`src/rtl/mips_pkg.sv`:
```
// Shared MIPS fetch-side definitions: address width, PC increment, default vectors,
// the next-PC controller state encoding and the next-state bundle.
package mips_pkg;

   localparam int              ADDR_W           = 32;
   localparam logic [ADDR_W-1:0] PC_INC         = 32'd4;
   localparam logic [ADDR_W-1:0] DEF_RESET_VECTOR = 32'h0000_0000;
   localparam logic [ADDR_W-1:0] DEF_EXC_VECTOR   = 32'h8000_0180;

   typedef enum logic [1:0] {
      BOOT = 2'd0,
      RUN  = 2'd1,
      EXC  = 2'd2
   } state_t;

   typedef struct packed {
      logic [ADDR_W-1:0] pc;
      logic              pend_valid;
      logic [ADDR_W-1:0] pend_target;
      logic [ADDR_W-1:0] epc;
      logic              flush;
      logic              misalign;
   } next_t;

endpackage

```
`src/rtl/pc_sequencer_if.sv`:
```
// Fetch-control bundle between the hazard/branch/exception logic and the next-PC controller.
interface pc_sequencer_if;
   import mips_pkg::*;

   logic              stall;
   logic              imem_ready;
   logic              branch_taken;
   logic [ADDR_W-1:0] branch_target;
   logic              jump;
   logic [ADDR_W-1:0] jump_target;
   logic              exc_req;
   logic [ADDR_W-1:0] exc_pc;
   logic              eret;
   logic [ADDR_W-1:0] pc;
   logic [ADDR_W-1:0] pc_plus4;
   logic              fetch_valid;
   logic              flush;
   logic [ADDR_W-1:0] epc;
   logic              misalign;

   modport master (
      output stall, imem_ready, branch_taken, branch_target, jump, jump_target,
             exc_req, exc_pc, eret,
      input  pc, pc_plus4, fetch_valid, flush, epc, misalign
   );

   modport slave (
      input  stall, imem_ready, branch_taken, branch_target, jump, jump_target,
             exc_req, exc_pc, eret,
      output pc, pc_plus4, fetch_valid, flush, epc, misalign
   );

endinterface

```
`src/rtl/pc_next_mux.sv`:
```
// Combinational next-PC priority select: exception, eret, new redirect, pending replay,
// sequential advance, hold. Redirect targets are word-aligned here.
module pc_next_mux
   import mips_pkg::*;
#(
   parameter logic [ADDR_W-1:0] EXC_VECTOR = DEF_EXC_VECTOR
) (
   input  logic              active,
   input  logic              advance,
   input  logic              exc_req,
   input  logic              eret,
   input  logic              jump,
   input  logic              branch_taken,
   input  logic              pend_valid,
   input  logic [ADDR_W-1:0] jump_target,
   input  logic [ADDR_W-1:0] branch_target,
   input  logic [ADDR_W-1:0] exc_pc,
   input  logic [ADDR_W-1:0] pc,
   input  logic [ADDR_W-1:0] pc_plus4,
   input  logic [ADDR_W-1:0] epc,
   input  logic [ADDR_W-1:0] pend_target,
   output next_t             nxt
);

   function automatic logic [ADDR_W-1:0] align_word(input logic [ADDR_W-1:0] a);
      return {a[ADDR_W-1:2], 2'b00};
   endfunction

   logic [ADDR_W-1:0] raw_target;

   assign raw_target = jump ? jump_target : branch_target;

   always_comb begin
      nxt.pc          = pc;
      nxt.pend_valid  = pend_valid;
      nxt.pend_target = pend_target;
      nxt.epc         = epc;
      nxt.flush       = 1'b0;
      nxt.misalign    = 1'b0;
      if (active) begin
         if (exc_req) begin
            nxt.pc         = EXC_VECTOR;
            nxt.epc        = exc_pc;
            nxt.pend_valid = 1'b0;
            nxt.flush      = 1'b1;
         end else if (eret) begin
            nxt.pc         = epc;
            nxt.pend_valid = 1'b0;
            nxt.flush      = 1'b1;
         end else if ((jump | branch_taken) & ~pend_valid) begin
            nxt.flush    = 1'b1;
            nxt.misalign = |raw_target[1:0];
            if (advance) begin
               nxt.pc = align_word(raw_target);
            end else begin
               nxt.pend_target = align_word(raw_target);
               nxt.pend_valid  = 1'b1;
            end
         end else if (advance) begin
            // A redirect arriving while one is already pending is wrong-path and falls through here.
            if (pend_valid) begin
               nxt.pc         = pend_target;
               nxt.pend_valid = 1'b0;
            end else begin
               nxt.pc = pc_plus4;
            end
         end
      end
   end

endmodule

```
`src/rtl/pc_sequencer.sv`:
```
// Next-PC controller around the fetch-stage PC register: owns the PC, the pending
// redirect buffer, the saved EPC and the BOOT/RUN/EXC sequencing FSM.
module pc_sequencer
   import mips_pkg::*;
#(
   parameter logic [ADDR_W-1:0] RESET_VECTOR = DEF_RESET_VECTOR,
   parameter logic [ADDR_W-1:0] EXC_VECTOR   = DEF_EXC_VECTOR
) (
   input logic           clk,
   input logic           rst,
   pc_sequencer_if.slave bus
);

   state_t            state, state_nxt;
   logic [ADDR_W-1:0] pc_q, epc_q, pend_target_q, pc_plus4;
   logic              pend_valid_q, flush_q, misalign_q;
   logic              fetch_valid, active, advance;
   next_t             nxt;

   assign pc_plus4 = pc_q + PC_INC;
   assign active   = (state != BOOT);
   assign advance  = (state == RUN) & fetch_valid & bus.imem_ready & ~bus.stall;

   pc_next_mux #(
      .EXC_VECTOR(EXC_VECTOR)
   ) u_mux (
      .active        (active),
      .advance       (advance),
      .exc_req       (bus.exc_req),
      .eret          (bus.eret),
      .jump          (bus.jump),
      .branch_taken  (bus.branch_taken),
      .pend_valid    (pend_valid_q),
      .jump_target   (bus.jump_target),
      .branch_target (bus.branch_target),
      .exc_pc        (bus.exc_pc),
      .pc            (pc_q),
      .pc_plus4      (pc_plus4),
      .epc           (epc_q),
      .pend_target   (pend_target_q),
      .nxt           (nxt)
   );

   always_ff @(posedge clk or posedge rst) begin
      if (rst) begin
         state <= BOOT;
      end else begin
         state <= state_nxt;
      end
   end

   always_comb begin
      state_nxt = state;
      case (state)
         BOOT:    state_nxt = RUN;
         RUN,
         EXC:     state_nxt = (bus.exc_req | bus.eret) ? EXC : RUN;
         default: state_nxt = BOOT;
      endcase
   end

   always_comb begin
      fetch_valid = (state == RUN);
   end

   // Datapath registers load the mux result; flush/misalign are one-cycle pulses by construction.
   always_ff @(posedge clk or posedge rst) begin
      if (rst) begin
         pc_q          <= RESET_VECTOR;
         epc_q         <= '0;
         pend_valid_q  <= 1'b0;
         pend_target_q <= '0;
         flush_q       <= 1'b0;
         misalign_q    <= 1'b0;
      end else begin
         pc_q          <= nxt.pc;
         epc_q         <= nxt.epc;
         pend_valid_q  <= nxt.pend_valid;
         pend_target_q <= nxt.pend_target;
         flush_q       <= nxt.flush;
         misalign_q    <= nxt.misalign;
      end
   end

   assign bus.pc          = pc_q;
   assign bus.pc_plus4    = pc_plus4;
   assign bus.fetch_valid = fetch_valid;
   assign bus.flush       = flush_q;
   assign bus.epc         = epc_q;
   assign bus.misalign    = misalign_q;

endmodule

```
`src/flat_wrapper.sv`:
```
// flat-port wrapper written by rule: the top's interface ports become plain ports
module pc_sequencer_flat import mips_pkg::*;
#(
   parameter logic [ADDR_W-1:0] RESET_VECTOR = DEF_RESET_VECTOR,
   parameter logic [ADDR_W-1:0] EXC_VECTOR   = DEF_EXC_VECTOR
)
  (clk, rst, bus_stall, bus_imem_ready, bus_branch_taken, bus_branch_target, bus_jump, bus_jump_target, bus_exc_req, bus_exc_pc, bus_eret, bus_pc, bus_pc_plus4, bus_fetch_valid, bus_flush, bus_epc, bus_misalign);
  pc_sequencer_if bus_i ();
  input logic clk;
  input logic rst;
  input wire logic [$bits(bus_i.stall)-1:0] bus_stall;
  input wire logic [$bits(bus_i.imem_ready)-1:0] bus_imem_ready;
  input wire logic [$bits(bus_i.branch_taken)-1:0] bus_branch_taken;
  input wire logic [$bits(bus_i.branch_target)-1:0] bus_branch_target;
  input wire logic [$bits(bus_i.jump)-1:0] bus_jump;
  input wire logic [$bits(bus_i.jump_target)-1:0] bus_jump_target;
  input wire logic [$bits(bus_i.exc_req)-1:0] bus_exc_req;
  input wire logic [$bits(bus_i.exc_pc)-1:0] bus_exc_pc;
  input wire logic [$bits(bus_i.eret)-1:0] bus_eret;
  output wire logic [$bits(bus_i.pc)-1:0] bus_pc;
  output wire logic [$bits(bus_i.pc_plus4)-1:0] bus_pc_plus4;
  output wire logic [$bits(bus_i.fetch_valid)-1:0] bus_fetch_valid;
  output wire logic [$bits(bus_i.flush)-1:0] bus_flush;
  output wire logic [$bits(bus_i.epc)-1:0] bus_epc;
  output wire logic [$bits(bus_i.misalign)-1:0] bus_misalign;
  assign bus_i.stall = bus_stall;
  assign bus_i.imem_ready = bus_imem_ready;
  assign bus_i.branch_taken = bus_branch_taken;
  assign bus_i.branch_target = bus_branch_target;
  assign bus_i.jump = bus_jump;
  assign bus_i.jump_target = bus_jump_target;
  assign bus_i.exc_req = bus_exc_req;
  assign bus_i.exc_pc = bus_exc_pc;
  assign bus_i.eret = bus_eret;
  assign bus_pc = bus_i.pc;
  assign bus_pc_plus4 = bus_i.pc_plus4;
  assign bus_fetch_valid = bus_i.fetch_valid;
  assign bus_flush = bus_i.flush;
  assign bus_epc = bus_i.epc;
  assign bus_misalign = bus_i.misalign;
  pc_sequencer #(.RESET_VECTOR(RESET_VECTOR), .EXC_VECTOR(EXC_VECTOR)) u_core (.clk(clk), .rst(rst), .bus(bus_i));
endmodule
```
`config.mk`:
```
export PLATFORM = sky130hd
export DESIGN_NAME = pc_sequencer_flat
export DESIGN_NICKNAME = d
export VERILOG_FILES = /design/src/rtl/mips_pkg.sv /design/src/rtl/pc_sequencer_if.sv /design/src/rtl/pc_next_mux.sv /design/src/rtl/pc_sequencer.sv /design/src/flat_wrapper.sv
export SDC_FILE = /design/constraint.sdc
export NUM_CORES = 1
export LEC_CHECK = 0
export CAP_MARGIN = 20
export CORE_UTILIZATION = 50
export DETAILED_ROUTE_END_ITERATION = 16
export MAX_ROUTING_LAYER = met4
export PLACE_DENSITY_LB_ADDON = 0.2
export SETUP_SLACK_MARGIN = 0.4
export SLEW_MARGIN = 15
export SYNTH_ARGS = -nofsm -noshare
export SYNTH_HDL_FRONTEND = slang
export SYNTH_SLANG_ARGS = --single-unit
```
`constraint.sdc`:
```
create_clock -name clk -period 8.7 [get_ports clk]
set_input_delay 1.74 -clock clk [delete_from_list [all_inputs] [get_ports clk]]
set_output_delay 1.74 -clock clk [all_outputs]
set_load 0.005 [all_outputs]
```
Word level (Yosys, flattened, before mapping):

Cells that the tools add are included.

* add/sub/neg operators: 1
* reductions and logical operators: 10
* multiplexer cells: 16
* bitwise operators: 10
* equality and inequality tests: 3

Operators with widths (count)
* 33-bit two-way mux: 5
* 32-bit two-way mux: 3
* 32-bit by 3-bit adder with 32-bit output, second input constant: 1
* 2-bit two-way mux: 3
* 1-bit inverter: 5
* 5-bit AND reduction: 1
* 1-bit two-way mux: 4
* 4-bit != test, second input constant: 1
* 2-bit one-hot mux with 2 select lines: 1
* 2-bit AND reduction: 2
* 4-bit nonzero test: 1
* 2-bit OR reduction: 2
* 1-bit bitwise AND: 3
* 3-bit AND reduction: 1
* 3-bit nonzero test: 1
* 2-bit by 1-bit == test with 1-bit output, second input constant: 1
* 2-bit == test, second input constant: 1
* 2-bit zero test: 1
* 1-bit bitwise OR: 2
* 2-bit nonzero test: 1

* register bits after elaboration: 99

Depth between registers and ports, before layout:

* depth in word-level cells: 7
* gate-level depth with buffers: 9

Modules after synthesis:

Synthesis repeated with hierarchy kept, for this count alone.

* cell total of the unflattened synthesis: 639
* area total of the unflattened synthesis: 6033.3 sq um

Modules (own cells, without submodules)
* pc_sequencer: area each 3210.6 sq um, instances 1, cells each 196
* pc_next_mux: area each 2822.7 sq um, instances 1, cells each 443

Worst setup path after synthesis:

No wires, ideal clock.

* path type: flip-flop to output port
* start: reg u_core.pc_q[2], in the netlist u_core.bus.pc[2]
* end: out bus_pc_plus4[28]
* data arrival time: 2.034 ns
* stages on the path, launching flop included: 7
* data required time: 6.960 ns
* path slack: 4.926 ns
* path through: dfrtp_1 > ha_1 > nand4_1 > or3_1 > clkbuf_1 > nor4_1 > xor2_1

* cells in the longest elaborated chain, start to end: 1

RTL lines
* from (decl): line pc_sequencer.sv:15 `logic [ADDR_W-1:0] pc_q, epc_q, pend_target_q, pc_plus4;`
* from (signal assigned): line pc_sequencer.sv:76 `pc_q <= nxt.pc;`
* 32-bit by 3-bit adder with 32-bit output: line pc_sequencer.sv:20 `assign pc_plus4 = pc_q + PC_INC;`
* to (decl): line flat_wrapper.sv:21 `output wire logic [$bits(bus_i.pc_plus4)-1:0] bus_pc_plus4;`

No other way between the ends.

Worst setup path after layout:

Same ends and word-level chain as after synthesis.

==> flow_summary.yaml <==
run_status:
  status: "finished clean"
floorplanning:
  start_util: 0.522
  dieArea_um2: 12600
  ioPinCount: 203
  core_area_um2: 11700
  rows: 39
  dieHeight_um: 112
  die_x_um: 112
clock_network:
  clk_transition_reported_paths_ns: 0.07
  cts.sinks: 99
  cts_buffers: 9
  cts_tree: "yes"
  cts_htree_levels: 3
  post_cts_resized: 0
  hold_buffers: 0
  clk_latency_ns: 0.35
  clock_path_buffers: 2
  cts_setup_buffers: 0
  cts-root-buf: "clkbuf_16"
power:
  ir_worst_vdd_mv: 0.137
  p_per_area_nw_per_um2: 314
  internal_power_mw: 1.67
  p_leak_nw: 3.46
  pwr-share-clk: 0.168
  comb_power_share: 0.474
  pwr-share-seq: 0.358
  p_sw_frac: 0.374
  p_switching_mw: 0.994
yosys:
  ys_seq_area_frac: 0.407
  synthTopCellsByCount: "99 x dfrtp_1, 82 x nor2_1, 61 x a21oi_1"
  synth.area.top_cells: "dfrtp_1 41%, mux2i_1 5.7%, mux2_2 5.7%"
  netlist_instances: 669
  syn_area_um2: 6090
  avgSynthCellArea_um2: 9.11
  synthMostInstantiatedCell: "dfrtp_1"
  syn-num-nets: 777
  synth_top_area_share: 0.407
  synth_edf_count: 0
  synth_ff_type: "dfrtp_1"
  async_flop_share: 1.00
  yosysUniqueCellTypes: 66
  yosys_warnings: 0
  ys_seq_elements: 99
  yosys.area.top_type: "dfrtp_1"
timing:
  timing.fmax_mhz: 198
  setup_violations: 0
  tightest_slew_ns: 1.09
  fin_crit_sh: 0.579
  slew_viol_final: 0
  rsz0062_at_grt: "no"
  setup_tns_ns: 0
  relSlewSlack: 0.273
  hold_viol_final: 0
  min_period_ns: 5.04
  clock_skew_ns: 0.00591
grt:
  grt_pass1_wl_mm: 31.2
  grt_pass1_vias: 5688
  overflow: 0
  grt_max_degree: 84
  grt_use_total: 0.333
  antenna_found_initial: 1
placement:
  hpwl_mm: 14.6
  place_inst: 969
  io_buffers: 202
  gp_congestion: 0.905
worst_setup_path:
  crit_fanout: 6
  slowest_delay_ns: 0.60
  worstPathArrival_ns: 3.30
  cpMaxStageDelayCell: "nor4_1"
  startpoint_type: "flip-flop"
  critPathKind: "reg -> out"
  crit_chain: "ha_1 -> nand4_1 -> or3_1 -> nor4_1 -> xor2_1 -> clkdlybuf4s50_1"
  end_kind: "output port"
  crit_buf_inv: 1
  cp_top_family: "simple AND/OR/NAND/NOR gates"
  required_ns: 6.96
routing:
  wl_met2_mm: 9.15
  avgRoutedWirePerCell_um: 20.3
  first_iter_violations: 473
  route.detailed.drc: 0
  wl_mm: 20.1
  dr.pass1.iters: 5
  met1_length_mm: 8.90
  via_per_inst: 6.04
  vias: 5966
  top_layer_used: "met4"
  route.met3.wl_mm: 1.74
  ant_nets: 0
final_layout:
  multi_input_comb_area_um2: 3290
  instances_no_fill: 987
  seq_area_um2: 2480
  layout.nets: 946
  drive_gt1_frac: 0.0866
  fillers: 875
  area_growth_pct: 39.1
job:
  drv_cap: 0
hold_path:
  min_path_type: "reg -> reg"
## final timing paths
path | from | slack (ns) | cells after the start | end
min reg2reg | u_core.pend_target_q[13]$_DFFE_PP0P_ | 0.52 | 2 | u_core.pend_target_q[13]$_DFFE_PP0P_
min | u_core.pend_target_q[13]$_DFFE_PP0P_ | 0.52 | 2 | u_core.pend_target_q[13]$_DFFE_PP0P_
max in group asynchronous | rst | 5.72 | 3 | u_core.pend_target_q[23]$_DFFE_PP0P_
min in group asynchronous | rst | 1.82 | 2 | u_core.bus.epc[7]$_DFFE_PP0P_
max reg2reg | u_core.bus.pc[2]$_DFFE_PP0P_ | 6.02 | 6 | u_core.bus.pc[28]$_DFFE_PP0P_
max | u_core.bus.pc[2]$_DFFE_PP0P_ | 3.66 | 6 | bus_pc_plus4[28]
## placed cells by master (no fill, tap or decap), drive strengths merged, types with 13 or more instances in the layout
cell type        n
mux2i           35
xnor2           13
mux2            31
a21oi           61
nand3           21
inv             26
a221oi          23
nor3            24
nand2           25
clkdlybuf4s50  201
dfrtp           99
nor2            82
o21ai           28
xor2            14
## worst min-delay path, cell delays in order (launching register included)
cell and delay (ns):
dfrtp_1 0.34, nor2_1 0.05, a21oi_1 0.10
## flip-flops by register name, summed over array words and instances, names as in the netlist
| register | cells |
|---|---|
| u_core.bus.misalign | 1 |
| u_core.state | 2 |
| u_core.pend_valid_q | 1 |
| u_core.bus.epc | 32 |
| u_core.bus.pc | 32 |
| u_core.pend_target_q | 30 |
| u_core.bus.flush | 1 |
## area by class of cell
class                      count  share of cell area
multi-input combinational    491               0.389
antenna                        1            0.000295
inverter                      27              0.0122
timing repair buffer         210               0.247
sequential                    99               0.292
clock inverter                 4             0.00856
tap                          143              0.0211
clock buffer                  12              0.0303
## power groups by stage
stage / sequential [mW] / combinational (mW) / clock, mW
2_1_floorplan: 0.880 / 0.611 / 0
3_3_place_gp: 0.947 / 1.23 / 0
5_1_grt: 0.978 / 1.36 / 0.470
4_1_cts: 0.946 / 1.26 / 0.452
3_5_place_dp: 0.952 / 1.25 / 0
6_report: 0.953 / 1.26 / 0.446
## layer usage
layer	up-vias	GRT usage
met3	20	0.0923
met4	0	0.0862
met5	-	-
met2	285	0.494
met1	2874	0.449
li1	2787	-
## logic make-up (layout without fill, tap and decap cells)
kind of cell | count (synthesis) | count (layout) | synth area share
adder cells (fa/ha/maj) | 4 | 4 | 0.00821
multiplexers | 66 | 66 | 0.115
buffers and inverters | 79 | 253 | 0.0552
other | 0 | 1 | 0
XOR/XNOR | 27 | 27 | 0.0388
AO/OA/AOI/OAI | 176 | 176 | 0.192
flip-flops | 99 | 99 | 0.407
AND/OR/NAND/NOR | 218 | 218 | 0.185
## through the flow
stage / hold WS (ns) / utilization / cell area, um2 / worst slack, ns / total power, mW
2_1_floorplan: 0.487 / - / 6090 / 4.37 / 1.49
3_3_place_gp: 0.502 / 0.696 / 8120 / 3.94 / 2.17
3_5_place_dp: 0.510 / 0.698 / 8140 / 3.73 / 2.21
4_1_cts: 0.523 / 0.726 / 8470 / 3.71 / 2.66
5_1_grt: 0.553 / 0.727 / 8480 / 3.51 / 2.81
6_report: 0.519 / 0.727 / 8480 / 3.66 / 2.66
(Power assumes the default switching activity.)
